[src/rtl/text_field_writer.sv]
// text_field_writer
//   Renders a 32-bit unsigned value as ASCII hex or decimal digits and writes
//   them, one character per cycle, into the character buffer write port.
//   Decimal values are converted by a 32-cycle sequential double-dabble.
//
// Ports:
//   clk, rst          clock, synchronous active-high reset
//   req_*             field request (row, leftmost column, value, base, digit count)
//   req_ready         idle and able to accept a request
//   busy              request in progress (CONV, WRITE, DONE)
//   done              one-cycle pulse after the last character
//   cb_wr_addr/en/data character buffer write port, address = {row, col}
//
// Build option:
//   TFW_ZERO_BLANK_EN  when defined, leading zero digits are written as spaces
//                      (least significant digit always printed).
//
// state | meaning
// IDLE  | ready for a request
// CONV  | binary to BCD conversion, 32 cycles
// WRITE | one character per cycle
// DONE  | done pulse, then back to IDLE
module text_field_writer #(
  parameter int COL_W = 5,
  parameter int ROW_W = 6
) (
  input  logic                   clk,
  input  logic                   rst,
  input  logic                   req_valid,
  output logic                   req_ready,
  input  logic [ROW_W-1:0]       req_row,
  input  logic [COL_W-1:0]       req_col,
  input  logic [31:0]            req_value,
  input  logic                   req_dec,
  input  logic [3:0]             req_ndigits,
  output logic                   busy,
  output logic                   done,
  output logic [COL_W+ROW_W-1:0] cb_wr_addr,
  output logic                   cb_wr_en,
  output logic [7:0]             cb_wr_data
);

  localparam logic [1:0] S_IDLE  = 2'd0;
  localparam logic [1:0] S_CONV  = 2'd1;
  localparam logic [1:0] S_WRITE = 2'd2;
  localparam logic [1:0] S_DONE  = 2'd3;

`ifdef TFW_ZERO_BLANK_EN
  localparam logic ZERO_BLANK = 1'b1;
`else
  localparam logic ZERO_BLANK = 1'b0;
`endif

  logic [1:0]       state;
  logic [ROW_W-1:0] row_q;
  logic [COL_W-1:0] col_q;
  logic [3:0]       n_q;
  logic [3:0]       k_q;
  logic             lead_q;
  logic [39:0]      dig_q;   // hex nibbles or BCD digits, digit i at [4i+3:4i]
  logic [31:0]      val_q;
  logic [4:0]       cnt_q;

  logic             accept;
  logic [3:0]       req_n;
  logic [39:0]      adj;
  logic [39:0]      bcd_next;

  // Character generator inputs, selected by which transition emits a write
  logic [39:0]      wr_d;
  logic [3:0]       wr_n;
  logic [3:0]       wr_k;
  logic             wr_lead;
  logic [ROW_W-1:0] wr_row;
  logic [COL_W-1:0] wr_col0;
  logic [3:0]       wr_idx;
  logic [3:0]       wr_digit;
  logic [7:0]       wr_char;
  logic             wr_lead_nx;
  logic [COL_W+ROW_W-1:0] wr_addr;

  assign accept = req_valid & req_ready & (state == S_IDLE);

  always_comb begin
    req_n = req_ndigits;
    if (req_ndigits == 4'd0)
      req_n = 4'd1;
    else if (req_dec && req_ndigits > 4'd10)
      req_n = 4'd10;
    else if (!req_dec && req_ndigits > 4'd8)
      req_n = 4'd8;
  end

  // One double-dabble step: adjust nibbles >= 5, then shift in the next bit
  always_comb begin
    adj = dig_q;
    for (int i = 0; i < 10; i++) begin
      if (adj[4*i +: 4] >= 4'd5)
        adj[4*i +: 4] = adj[4*i +: 4] + 4'd3;
    end
    bcd_next = 40'({adj, val_q[31]});
  end

  always_comb begin
    wr_d    = dig_q;
    wr_n    = n_q;
    wr_k    = k_q + 4'd1;
    wr_lead = lead_q;
    wr_row  = row_q;
    wr_col0 = col_q;
    case (state)
      S_IDLE: begin
        wr_d    = {8'h00, req_value};
        wr_n    = req_n;
        wr_k    = 4'd0;
        wr_lead = 1'b1;
        wr_row  = req_row;
        wr_col0 = req_col;
      end
      S_CONV: begin
        wr_d    = bcd_next;
        wr_k    = 4'd0;
        wr_lead = 1'b1;
      end
      default: ;
    endcase
    wr_idx     = wr_n - 4'd1 - wr_k;
    wr_digit   = 4'(wr_d >> {wr_idx, 2'b00});
    wr_lead_nx = wr_lead && (wr_digit == 4'd0);
    if (ZERO_BLANK && wr_lead_nx && (wr_idx != 4'd0))
      wr_char = 8'h20;
    else if (wr_digit < 4'd10)
      wr_char = {4'h3, wr_digit};
    else
      wr_char = 8'h37 + {4'h0, wr_digit};
    wr_addr = {wr_row, wr_col0 + COL_W'(wr_k)};
  end

  always_ff @(posedge clk) begin
    if (rst) begin
      state      <= S_IDLE;
      req_ready  <= 1'b0;
      busy       <= 1'b0;
      done       <= 1'b0;
      cb_wr_en   <= 1'b0;
      cb_wr_addr <= '0;
      cb_wr_data <= 8'h20;
      row_q      <= '0;
      col_q      <= '0;
      n_q        <= 4'd1;
      k_q        <= 4'd0;
      lead_q     <= 1'b1;
      dig_q      <= '0;
      val_q      <= '0;
      cnt_q      <= '0;
    end else begin
      case (state)
        S_IDLE: begin
          if (accept) begin
            row_q     <= req_row;
            col_q     <= req_col;
            n_q       <= req_n;
            k_q       <= 4'd0;
            req_ready <= 1'b0;
            busy      <= 1'b1;
            if (req_dec) begin
              state <= S_CONV;
              dig_q <= '0;
              val_q <= req_value;
              cnt_q <= 5'd31;
            end else begin
              state      <= S_WRITE;
              dig_q      <= {8'h00, req_value};
              cb_wr_en   <= 1'b1;
              cb_wr_addr <= wr_addr;
              cb_wr_data <= wr_char;
              lead_q     <= wr_lead_nx;
            end
          end else begin
            req_ready <= 1'b1;
          end
        end
        S_CONV: begin
          dig_q <= bcd_next;
          val_q <= {val_q[30:0], 1'b0};
          cnt_q <= cnt_q - 5'd1;
          if (cnt_q == 5'd0) begin
            state      <= S_WRITE;
            cb_wr_en   <= 1'b1;
            cb_wr_addr <= wr_addr;
            cb_wr_data <= wr_char;
            lead_q     <= wr_lead_nx;
          end
        end
        S_WRITE: begin
          if (k_q == n_q - 4'd1) begin
            state    <= S_DONE;
            cb_wr_en <= 1'b0;
            done     <= 1'b1;
          end else begin
            k_q        <= k_q + 4'd1;
            cb_wr_en   <= 1'b1;
            cb_wr_addr <= wr_addr;
            cb_wr_data <= wr_char;
            lead_q     <= wr_lead_nx;
          end
        end
        default: begin
          state     <= S_IDLE;
          done      <= 1'b0;
          busy      <= 1'b0;
          req_ready <= 1'b1;
        end
      endcase
    end
  end

endmodule

[config.mk]
export PLATFORM = sky130hd
export DESIGN_NAME = text_field_writer
export DESIGN_NICKNAME = d
export VERILOG_FILES = /design/src/rtl/text_field_writer.sv
export SDC_FILE = /design/constraint.sdc
export NUM_CORES = 1
export LEC_CHECK = 0
export CAP_MARGIN = 40
export CORE_ASPECT_RATIO = 0.5
export CORE_MARGIN = 2
export CORE_UTILIZATION = 52
export DETAILED_ROUTE_END_ITERATION = 8
export PLACE_DENSITY = 0.87
export SLEW_MARGIN = 30
export SYNTH_ARGS = -nofsm -noshare
export SYNTH_HDL_FRONTEND = slang
export SYNTH_SLANG_ARGS = --single-unit
[constraint.sdc]
create_clock -name clk -period 4.2 [get_ports clk]
set_input_delay 0.63 -clock clk [delete_from_list [all_inputs] [get_ports clk]]
set_output_delay 0.63 -clock clk [all_outputs]
set_load 0.01 [all_outputs]
# After elaboration in Yosys (flattened, before gate mapping)
# Cells that the tools add are included.
# word_totals
output_inout_bits	23
in_bits	51
regBits	121
elab_cells	135
# classes
eq_ne	9
muxes	57
add_sub_neg	17
bitwise	4
shift	1
n_reduce_logical	20
order_cmp	13
# ops
operator	count
$pmux W40 S2	2
$mux W32	3
$mux W4	16
$pmux W32 S2	1
$mux W11	4
$ge A4 B3 Y1 const B	10
$mux W40	1
$shr A40 B6 Y4	1
$add A4 B2 Y4 const B	9
$pmux W11 S3	1
$mux W8	4
$pmux W8 S3	1
$mux W5	3
$ne A2 B2 Y1 const B	6
$pmux W5 S2	1
$reduce_and A3 Y1	3
$gt A4 B4 Y1 const B	2
$mux W2	4
$pmux W4 S2	1
$reduce_and A2 Y1	4
$sub A4 B1 Y4 const B	2
$add A6 B4 Y7 const A	1
$mux W1	7
$mux W7	1
26 further kinds	33

# Depth between registers and ports, before layout
# Gate-level depths: netlist of the first run.
# depth
word_depth	14
mapped_depth	23

# Least setup slack after synthesis of the first run
# Ideal clock, no wire load.
# synth_path
kind	register to register
startpoint	reg state[1]
endpoint	reg cb_wr_data[1]
setup_time_ns	0.091
arrival_ns	4.195
setup_slack_ns	-0.086
required_ns	4.109
path_stages_with_launch	21
period_less_slack_ns	4.286
path_buffers	7
cell_sequence	dfxtp_1 -> inv_1 -> ha_1 -> buf_4 -> buf_2 -> buf_2 -> buf_2 -> buf_2 -> or3_1 -> ha_1 -> fa_1 -> buf_2 -> clkbuf_1 -> nand3_1 -> a21oi_1 -> o41ai_1 -> a31oi_2 -> ha_1 -> nand3_1 -> o21ai_0 -> a311oi_1
# synth_via
elab_chain_len	10
word_cells_on_any_way	25
# synth_lines
item	line_no	rtl
start, declared	54	logic [1:0] state;
start signal, assigned	141	state <= S_IDLE;
start signal, assigned	167	state <= S_CONV;
start signal, assigned	172	state <= S_WRITE;
$logic_not A2 Y1 / $eq A2 B1 Y1 (equally long branches)	82, 111, 157	
$mux W4 / $reduce_or A2 Y1 (equally long branches)	n/a	
$sub A4 B1 Y4 / $mux W4 (equally long branches)	127, 111	
$sub A4 B4 Y4	127	wr_idx = wr_n - 4'd1 - wr_k;
$shr A40 B6 Y4	128	wr_digit = 4'(wr_d >> {wr_idx, 2'b00});
$add A6 B4 Y7 / $lt A4 B4 Y1 (equally long branches)	135, 132	
$mux W7	132	else if (wr_digit < 4'd10)
$mux W8	166	if (req_dec) begin
$mux W8	159	if (accept) begin
$pmux W8 S3	157	case (state)
end signal, assigned	176	cb_wr_data <= wr_char;
end signal, assigned	191	cb_wr_data <= wr_char;
end signal, assigned	204	cb_wr_data <= wr_char;
end, declared	40	output logic [7:0] cb_wr_data
# Parallel ways exist; a longest one is shown, timed or not. The select of a mux whose other input is x is not followed.
# A chain may end at the register's enable or synchronous reset.

# Worst setup path after layout of the first run
# layout_path
startpoint	in req_dec
endpoint	reg cb_wr_data[1]
# layout_via
elab_chain_len	14
word_cells_on_any_way	20
# layout_lines
item	line_no	rtl
start, declared	34	input logic req_dec,
$logic_not A1 Y1	90	else if (!req_dec && req_ndigits > 4'd8)
$logic_and A1 B1 Y1	90	
$mux W4	90	
$mux W4	88	else if (req_dec && req_ndigits > 4'd10)
$mux W4	86	if (req_ndigits == 4'd0)
$mux W4	111	case (state)
$sub A4 B1 Y4	127	
$sub A4 B4 Y4	127	
$shr A40 B6 Y4	128	
$add A6 B4 Y7 / $lt A4 B4 Y1 (equally long branches)	135, 132	
$mux W7	132	
$mux W8	166	
$mux W8	159	
$pmux W8 S3	157	
# Parallel ways exist; a longest one is shown, timed or not. The select of a mux whose other input is x is not followed.

==> results of run 1 <==
-- how the worst max path moves through the flow --
stage	endpoint	slack (ns)	cells after the start
2_1_floorplan	cb_wr_data[1]	0.009	19
3_3_place_gp	cb_wr_data[1]	0.01	16
3_5_place_dp	cb_wr_data[1]	-0.10	16
4_1_cts	cb_wr_data[1]	0.19	15
5_1_grt	cb_wr_data[1]	0.03	16
6_report	cb_wr_data[1]	0.28	16
-- state kept, by name, summed over array words and instances, names as in the netlist, 4 cells and up --
| name | flops |
|---|---|
| val_q | 32 |
| cb_wr_addr | 11 |
| cnt_q | 5 |
| n_q | 4 |
| dig_q | 40 |
| col_q | 5 |
| k_q | 4 |
| row_q | 6 |
| cb_wr_data | 7 |
-- power by group through the flow --
stage          sequential, mW  combinational, mW  clock, mW
6_report                 1.69               4.86       1.49
5_1_grt                  1.72               5.31       1.55
4_1_cts                  1.68               4.76       1.49
3_5_place_dp             1.70               4.70          0
3_3_place_gp             1.68               4.55          0
2_1_floorplan            1.66               3.40          0
-- routing by layer --
metal | wire, um | track usage | vias to the layer above
met1 | 9420 | 0.345 | 3502
met4 | 400 | 0.0939 | 0
met5 | 0 | 0 | -
met3 | 1690 | 0.0710 | 50
li1 | - | - | 3483
met2 | 9630 | 0.454 | 339
-- repair_timing --
item / CTS / global route
hold endpoints to repair: 0 / 0
buffers inserted: 0 / 0
resized for setup: 0 / 2
setup endpoints to repair: 0 / 2
-- cells by family after synthesis --
| logic type | synth area share |
|---|---|
| buffers and inverters | 0.0618 |
| AND/OR/NAND/NOR | 0.178 |
| other | 0.000495 |
| adder cells (fa/ha/maj) | 0.0664 |
| XOR/XNOR | 0.0220 |
| AO/OA/AOI/OAI | 0.270 |
| multiplexers | 0.0841 |
| flip-flops | 0.317 |
-- cell usage in the layout (no fill, tap or decap), types with 15 or more instances in the layout --
master           count
a211oi_1            64
a21oi_1             82
a221oi_1            25
buf_4               30
clkbuf_16           17
clkdlybuf4s50_1     71
dfxtp_1            120
ha_1                35
inv_1               37
mux2i_1             49
nand2_1             88
nand2b_1            18
nand3_1             15
nor2_1              85
nor3_1              15
o21ai_0             29
xnor2_1             15
-- final cells by class --
cell class | instances | area, sq um
Tap cell | 198 | 248
Multi-Input combinational cell | 689 | 4770
Fill cell | 1208 | 5240
Timing Repair Buffer | 103 | 967
Sequential cell | 120 | 2400
Inverter | 37 | 139
Clock buffer | 18 | 439
Clock inverter | 14 | 148
-- worst min-delay path, stage by stage, from the launching register on --
cell     delay, ns
dfxtp_1       0.31
nand2_1       0.05
a21oi_1       0.05
-- stage by stage --
step | cell area [sq um] | utilization
final | 9110 | 0.635
after global routing | 9110 | 0.635
after CTS | 9090 | 0.634
after detailed placement | 8510 | 0.593
after global placement | 8510 | 0.593
after floorplan | 7600 | -
==> flow_summary.yaml, run 1 <==
run_status:
  status: "completed"
logic_synthesis:
  ys_types: 77
  synth_top_area_share: 0.317
  synth_most_common_cell: "dfxtp_1"
  synth_commonest_cells: "dfxtp_1, nor2_1, nand2_1"
  ys_seq_area_frac: 0.317
  postSynth.asyncResetShare: 0
  yosysTopAreaCell: "dfxtp_1"
  synth_edf_count: 0
  ys.flop_type: "dfxtp_1"
  ys_ff_latch: 120
  synthCells: 916
  synth_area_leaders: "dfxtp_1, mux2i_1, a211oi_1, ha_1, a21oi_1"
  ys_warn_count: 0
  avgSynthCellArea_sq_um: 8.27
  syn_area_sq_um: 7570
  synth_nets: 1006
detailed_routing:
  vias_per_cell: 6.25
  avgRoutedWirePerCell_um: 17.9
  drtIter0Drc: 787
  vias: 7374
  wl_um: 21100
  drtAntennaViolNets: 0
  drc: 0
  dr.pass1.iters: 5
global_route:
  grt_pass1_wl_um: 34200
  grt_pass1_vias: 6951
  antenna_found_initial: 0
  grt_max_degree: 108
  grt_usage: 0.271
  gr-total-overflow: 0
cts:
  cts_tree: "yes"
  clk_pin_slew_ns: 0.06
  ctsHoldBuffers: 0
  cts_buffers: 17
  clkLatencyLatePin_ns: 0.42
  clockBufferDepth: 2
  cts-root-buf: "clkbuf_16"
  h-tree-depth: 4
  cts.sinks: 120
sta:
  final-hold-violation-count: 0
  min_period_ns: 3.92
  setup_viol: 0
  report.final.slew_viol_count: 0
  finalSetupTns_ns: 0
  clock-skew-final_ns: 0.00611
  rsz0062_at_grt: "false"
  fin_hold_ws_ns: 0.453
  tightest_slew_ns: 0.796
  slew_headroom: 0.469
  fin_crit_sh: 0.934
  fin_ws_ns: 0.276
  fmax_ghz: 0.255
power:
  p_sw_mw: 3.73
  comb_power_share: 0.605
  internal_power_mw: 4.31
  ir_drop_mv: 0.534
  power.density_nw_per_um2: 882
  leakagePower_nw: 3.37
  fin_total_pwr_mw: 8.04
  power_frac_clock: 0.185
  netSwitchingFraction: 0.463
  seq_power_share: 0.210
place:
  portBuffers: 72
  place_congestion: 0.907
  dp_cells: 1146
  hpwl_um: 13800
  pre_cts_slack_ns: -0.103
critical_path:
  r2r_slack_ns: 0.30
  r2r_start: "state[0]"
  crit_fanout: 9
  start_kind: "input pin"
  worstPathCellList: "clkdlybuf4s50_1 -> inv_1 -> o31ai_1 -> a21oi_1 -> a21oi_1 -> ha_1 -> fa_1 -> buf_4 -> nand3_1 -> a21oi_1 -> o41ai_2 -> a31oi_2 -> ha_1 -> nand3_1 -> o21ai_0 -> a311oi_1"
  crit_arrival_ns: 4.24
  crit_type: "in2reg"
  cp_data_required_time_ns: 4.52
  reg2reg_depth: 14
  cp_common_cell: "a21oi_1"
  cp_top_family: "compound AO/OA/AOI/OAI gates"
  endpoint_kind: "flop"
  path_buf_inv: 3
  setup.worst_path.start: "req_dec"
  slowest_stage: "fa_1"
  slowest_delay_ns: 0.57
  timing.rr.end: "cb_wr_data[1]"
die:
  die_x_um: 175
  num_rows: 31
  core_area_sq_um: 14400
  dieArea_sq_um: 15600
  ioPinCount: 74
  die_h_um: 89.3
  start_util: 0.528
run:
  cap_viol_max_count: 0
cells_and_area:
  antenna_cells: 0
  syn2layout_area_growth_pct: 20.3
  drive_above_1_share: 0.108
  layout.cells.non_filler: 1179
  layout.nets: 1058
hold_path:
  min_from: "row_q[4]"
  min_to: "row_q[4]"
  hold_class: "reg2reg"
  hold_depth: 2
No activity file was read; power rests on OpenSTA's default activity.
==> run 2: changes to the inputs <==
--- a/config.mk
+++ b/config.mk
@@ -6,7 +6,7 @@
 export NUM_CORES = 1
 export LEC_CHECK = 0
 export CAP_MARGIN = 40
-export CORE_ASPECT_RATIO = 0.5
+export CORE_ASPECT_RATIO = 2
 export CORE_MARGIN = 2
 export CORE_UTILIZATION = 52
 export DETAILED_ROUTE_END_ITERATION = 8
==> flow_summary.yaml, run 2 (synthesis results as in run 1) <==
cells_and_area:
  reg_top3: "dig_q: 40 flops, val_q: 32 flops, cb_wr_addr: 11 flops"
  layout.nets: 1057
  final_cell_mix: "dfxtp_1, nand2_1, nor2_1, a21oi_1, clkdlybuf4s50_1"
  antenna_cells: 0
  syn2layout_area_growth_pct: 20.2
  mostFrequentLayoutCell: "dfxtp_1"
  top_register: "dig_q"
  largest_register_ff_count: 40
  drive_above_1_share: 0.106
sta:
  fin_ws_ns: 0.295
  fmax_ghz: 0.256
  fin_crit_sh: 0.930
  tightest_slew_ns: 0.695
  slew_headroom: 0.533
  setup_viol: 0
  final-hold-violation-count: 0
  rsz0062_at_grt: "false"
  clock-skew-final_ns: 0.00952
  min_period_ns: 3.90
  report.final.slew_viol_count: 0
  finalSetupTns_ns: 0
cts:
  cts_tree: "yes"
  cts_setup_buffers: 0
  cts_resized: 0
  cts-root-buf: "clkbuf_16"
  clkLatencyLatePin_ns: 0.44
  clk_pin_slew_ns: 0.07
  cts_buffers: 17
  h-tree-depth: 4
  cts.sinks: 120
  ctsHoldBuffers: 0
  clockBufferDepth: 2
detailed_routing:
  drtIter0Drc: 757
  avgRoutedWirePerCell_um: 18.9
  vias_per_cell: 6.40
  vias: 7495
  wl_um: 22100
  drc: 0
  drtAntennaViolNets: 0
  dr.pass1.iters: 5
global_route:
  gr-total-overflow: 0
  grt_max_degree: 64
  grt_usage: 0.291
  antenna_found_initial: 0
  grt_pass1_wl_um: 35500
  grt_pass1_vias: 7328
run:
  cap_viol_max_count: 0
critical_path:
  r2r_slack_ns: 0.30
  crit_arrival_ns: 4.22
  cp_common_cell: "or3_1"
  cp_data_required_time_ns: 4.52
  start_kind: "flop"
  cp_top_family: "simple AND/OR/NAND/NOR gates"
  slowest_delay_ns: 0.45
  slowest_stage: "fa_1"
  worstPathCellList: "inv_1 -> ha_2 -> or3_1 -> ha_1 -> fa_1 -> xnor2_2 -> or3_1 -> a221o_1 -> nand4b_1 -> o22a_1 -> and2_1 -> a21boi_0 -> o21bai_1"
  endpoint_kind: "flop"
  path_buf_inv: 1
  crit_type: "reg2reg"
  crit_fanout: 10
die:
  dieArea_sq_um: 15600
  die_h_um: 175
  core_area_sq_um: 14300
  num_rows: 62
  ioPinCount: 74
  die_x_um: 89.3
  start_util: 0.531
hold_path:
  hold_class: "reg2reg"
place:
  portBuffers: 72
  place_congestion: 0.950
  hpwl_um: 15200
  pre_cts_slack_ns: 0.0367
power:
  ir_drop_mv: 0.547
  leakagePower_nw: 3.37
  power.density_nw_per_um2: 878
run_status:
  status: "completed"
-- run 2: cell type report --
cell class                 instances  area [sq um]
clock buffer                      17           425
clock inverter                    15           156
fill                            1192          5170
inverter                          37           139
multi-input combinational        689          4760
sequential                       120          2400
tap                              192           240
timing repair buffer             102           976
-- run 2: final timing paths --
check	from	to	depth (start not counted)
worst min-delay path	row_q[3]	row_q[3]	2
worst min register to register	row_q[3]	row_q[3]	2
worst max register to register	state[1]	cb_wr_data[5]	13
worst max-delay path	state[1]	cb_wr_data[5]	13
-- run 2: metal layers --
layer | vias to the layer above | routed length [um] | track usage
met5 | - | 0 | 0
met4 | 0 | 1770 | 0.223
met3 | 134 | 1330 | 0.0690
met2 | 359 | 11200 | 0.480
met1 | 3522 | 7790 | 0.305
li1 | 3480 | - | -
-- run 2: power by group --
part / total, mW / internal (mW) / switching [mW]
sequential: 1.70 / 1.44 / 0.263
clock: 1.46 / 0.837 / 0.628
combinational: 4.82 / 1.93 / 2.89
total: 7.99 / 4.21 / 3.78
-- run 2: worst min-delay path, stage by stage (launching register included) --
cell and delay, ns:
dfxtp_1 0.31, nand2_1 0.05, a21oi_1 0.05
-- run 2: metrics by stage --
step / hold WS [ns] / utilization / cells / power, mW / instance area (sq um)
floorplan: 0.434 / - / 916 / 5.06 / 7600
global placement: 0.439 / 0.595 / 1139 / 6.24 / 8490
detailed placement: 0.447 / 0.597 / 1140 / 6.36 / 8520
CTS: 0.456 / 0.638 / 1172 / 7.87 / 9100
global route: 0.471 / 0.638 / 1172 / 8.44 / 9100
finish: 0.454 / 0.638 / 1172 / 7.99 / 9100
==> run 3: changes to the inputs <==
==> constraint.sdc (replaced) <==
create_clock -name clk -period 3.5 [get_ports clk]
set_input_delay 0.525 -clock clk [delete_from_list [all_inputs] [get_ports clk]]
set_output_delay 0.525 -clock clk [all_outputs]
set_load 0.01 [all_outputs]
==> flow_summary.yaml, run 3 (synthesis results as in run 1) <==
detailed_routing:
  avgRoutedWirePerCell_um: 19.4
  wl_um: 23100
  drc: 0
  dr.pass1.iters: 9
  drtAntennaViolNets: 0
  vias: 7646
  drtIter0Drc: 680
  vias_per_cell: 6.40
critical_path:
  crit_fanout: 6
  slowest_delay_ns: 0.63
  r2r_start: "state[0]"
  cp_data_required_time_ns: 3.84
  worstPathCellList: "inv_2 -> ha_4 -> or3_4 -> ha_4 -> fa_2 -> buf_6 -> mux4_2 -> a31oi_1 -> o211ai_1 -> o22a_4 -> a21o_1 -> a311oi_2"
  crit_type: "reg2reg"
  setup.worst_path.start: "state[0]"
  cp_top_family: "compound AO/OA/AOI/OAI gates"
  cp_common_cell: "ha_4"
  endpoint_kind: "flop"
  slowest_stage: "fa_2"
  path_buf_inv: 2
  start_kind: "flop"
  crit_arrival_ns: 3.73
global_route:
  grt_max_degree: 70
  grt_use_met2: 0.507
  antenna_found_initial: 0
  grt_pass1_vias: 7546
  grt_use_met3: 0.0605
  grt_pass1_wl_um: 36200
  gr-total-overflow: 0
  gr-max-usage-layer: "met2"
  grt_usage: 0.296
  met1_usage: 0.309
cts:
  clockBufferDepth: 2
  clk_pin_slew_ns: 0.06
  h-tree-depth: 4
  cts.sinks: 120
  cts_tree: "yes"
  cts_buffers: 17
  clkLatencyLatePin_ns: 0.43
  cts-root-buf: "clkbuf_16"
  ctsHoldBuffers: 0
cells_and_area:
  reg_top3: "dig_q: 40 flops, val_q: 32 flops, cb_wr_addr: 11 flops"
  layout.cells.non_filler: 1194
  top_register: "dig_q"
  n_fill_cell: 1127
  final_cell_mix: "dfxtp_1, nor2_1, nand2_1, a21oi_1, clkdlybuf4s50_1"
  syn2layout_area_growth_pct: 25.8
  mostFrequentLayoutCell: "dfxtp_1"
  largest_register_ff_count: 40
  antenna_cells: 0
  layout.nets: 1079
  seq_area_sq_um: 2410
  drive_above_1_share: 0.160
  multi_input_area_sq_um: 4990
sta:
  fin_hold_ws_ns: 0.455
  slew_headroom: 0.524
  min_period_ns: 3.40
  final-hold-violation-count: 0
  setup_viol: 0
  fin_crit_sh: 0.971
  tightest_slew_ns: 0.713
  fmax_ghz: 0.294
  report.final.slew_viol_count: 0
  fin_ws_ns: 0.102
  clock-skew-final_ns: 0.00804
power:
  ir_drop_mv: 0.830
  leakagePower_nw: 3.56
  power_frac_clock: 0.165
  power.density_nw_per_um2: 1110
  internal_power_mw: 5.64
  netSwitchingFraction: 0.467
  comb_power_share: 0.642
  seq_power_share: 0.193
  p_sw_mw: 4.95
die:
  die_h_um: 175
  ioPinCount: 74
  num_rows: 62
  core_area_sq_um: 14300
  dieArea_sq_um: 15600
  die_x_um: 89.3
  start_util: 0.531
place:
  dp_cells: 1148
  hpwl_um: 15000
  pre_cts_slack_ns: -0.444
  place_congestion: 0.911
  portBuffers: 72
run:
  cap_viol_max_count: 0
run_status:
  status: "completed"
hold_path:
  hold_class: "reg2reg"
  min_from: "row_q[1]"
-- run 3: worst reg2reg max path: cells and delay by family (launching register included) --
kind | cells | cell delay (ns)
AOI/OAI and AO/OA | 5 | 1.03
adders and majority gates | 3 | 0.98
buffers and inverters | 2 | 0.20
DFF | 1 | 0.39
muxes | 1 | 0.30
and+or+nand+nor | 1 | 0.39
-- run 3: per-layer routing --
layer | part of all wire | vias to the layer above | wire length [um]
met5 | 0 | - | 0
met4 | 0.076 | 0 | 1760
met3 | 0.062 | 135 | 1430
met2 | 0.52 | 359 | 12000
met1 | 0.34 | 3626 | 7920
li1 | - | 3526 | -
-- run 3: stage by stage --
stage | power, mW | TNS (ns) | utilization | instance area [sq um]
after global placement | 7.86 | -2.43 | 0.607 | 8670
after detailed placement | 8.04 | -2.75 | 0.607 | 8670
final | 10.6 | 0 | 0.668 | 9530
after CTS | 9.98 | 0 | 0.652 | 9300
after global routing | 11.2 | -0.110 | 0.668 | 9530
after floorplan | 6.37 | -1.71 | - | 7770
-- run 3: power by group through the flow --
| stage | logic, mW | registers, mW | clock network, mW |
|---|---|---|---|
| finish | 6.80 | 2.04 | 1.75 |
| global route | 7.30 | 2.09 | 1.83 |
| CTS | 6.19 | 2.03 | 1.76 |
| detailed placement | 5.99 | 2.05 | 0 |
| global placement | 5.82 | 2.04 | 0 |
| floorplan | 4.37 | 2.00 | 0 |
-- run 3: area by class of cell --
class                      instances  share of cell area
timing repair buffer             124               0.123
clock inverter                    15              0.0164
multi-input combinational        689               0.523
sequential                       120               0.253
tap                              192              0.0252
inverter                          37              0.0146
clock buffer                      17              0.0446
-- run 3: worst paths after layout --
kind / cells past startpoint / endpoint / slack (ns)
setup / recovery: 12 / cb_wr_data[2] / 0.10
hold / removal: 2 / row_q[1] / 0.45
setup reg to reg: 12 / cb_wr_data[2] / 0.10
hold reg to reg: 2 / row_q[1] / 0.45
-- run 3: what timing repair did --
item / CTS / global route
resized for setup: 5 / 37
hold endpoints to repair: 0 / 0
endpoints found under the setup margin: 3 / 7
buffers inserted: 4 / 10
pin swaps: 5 / 20
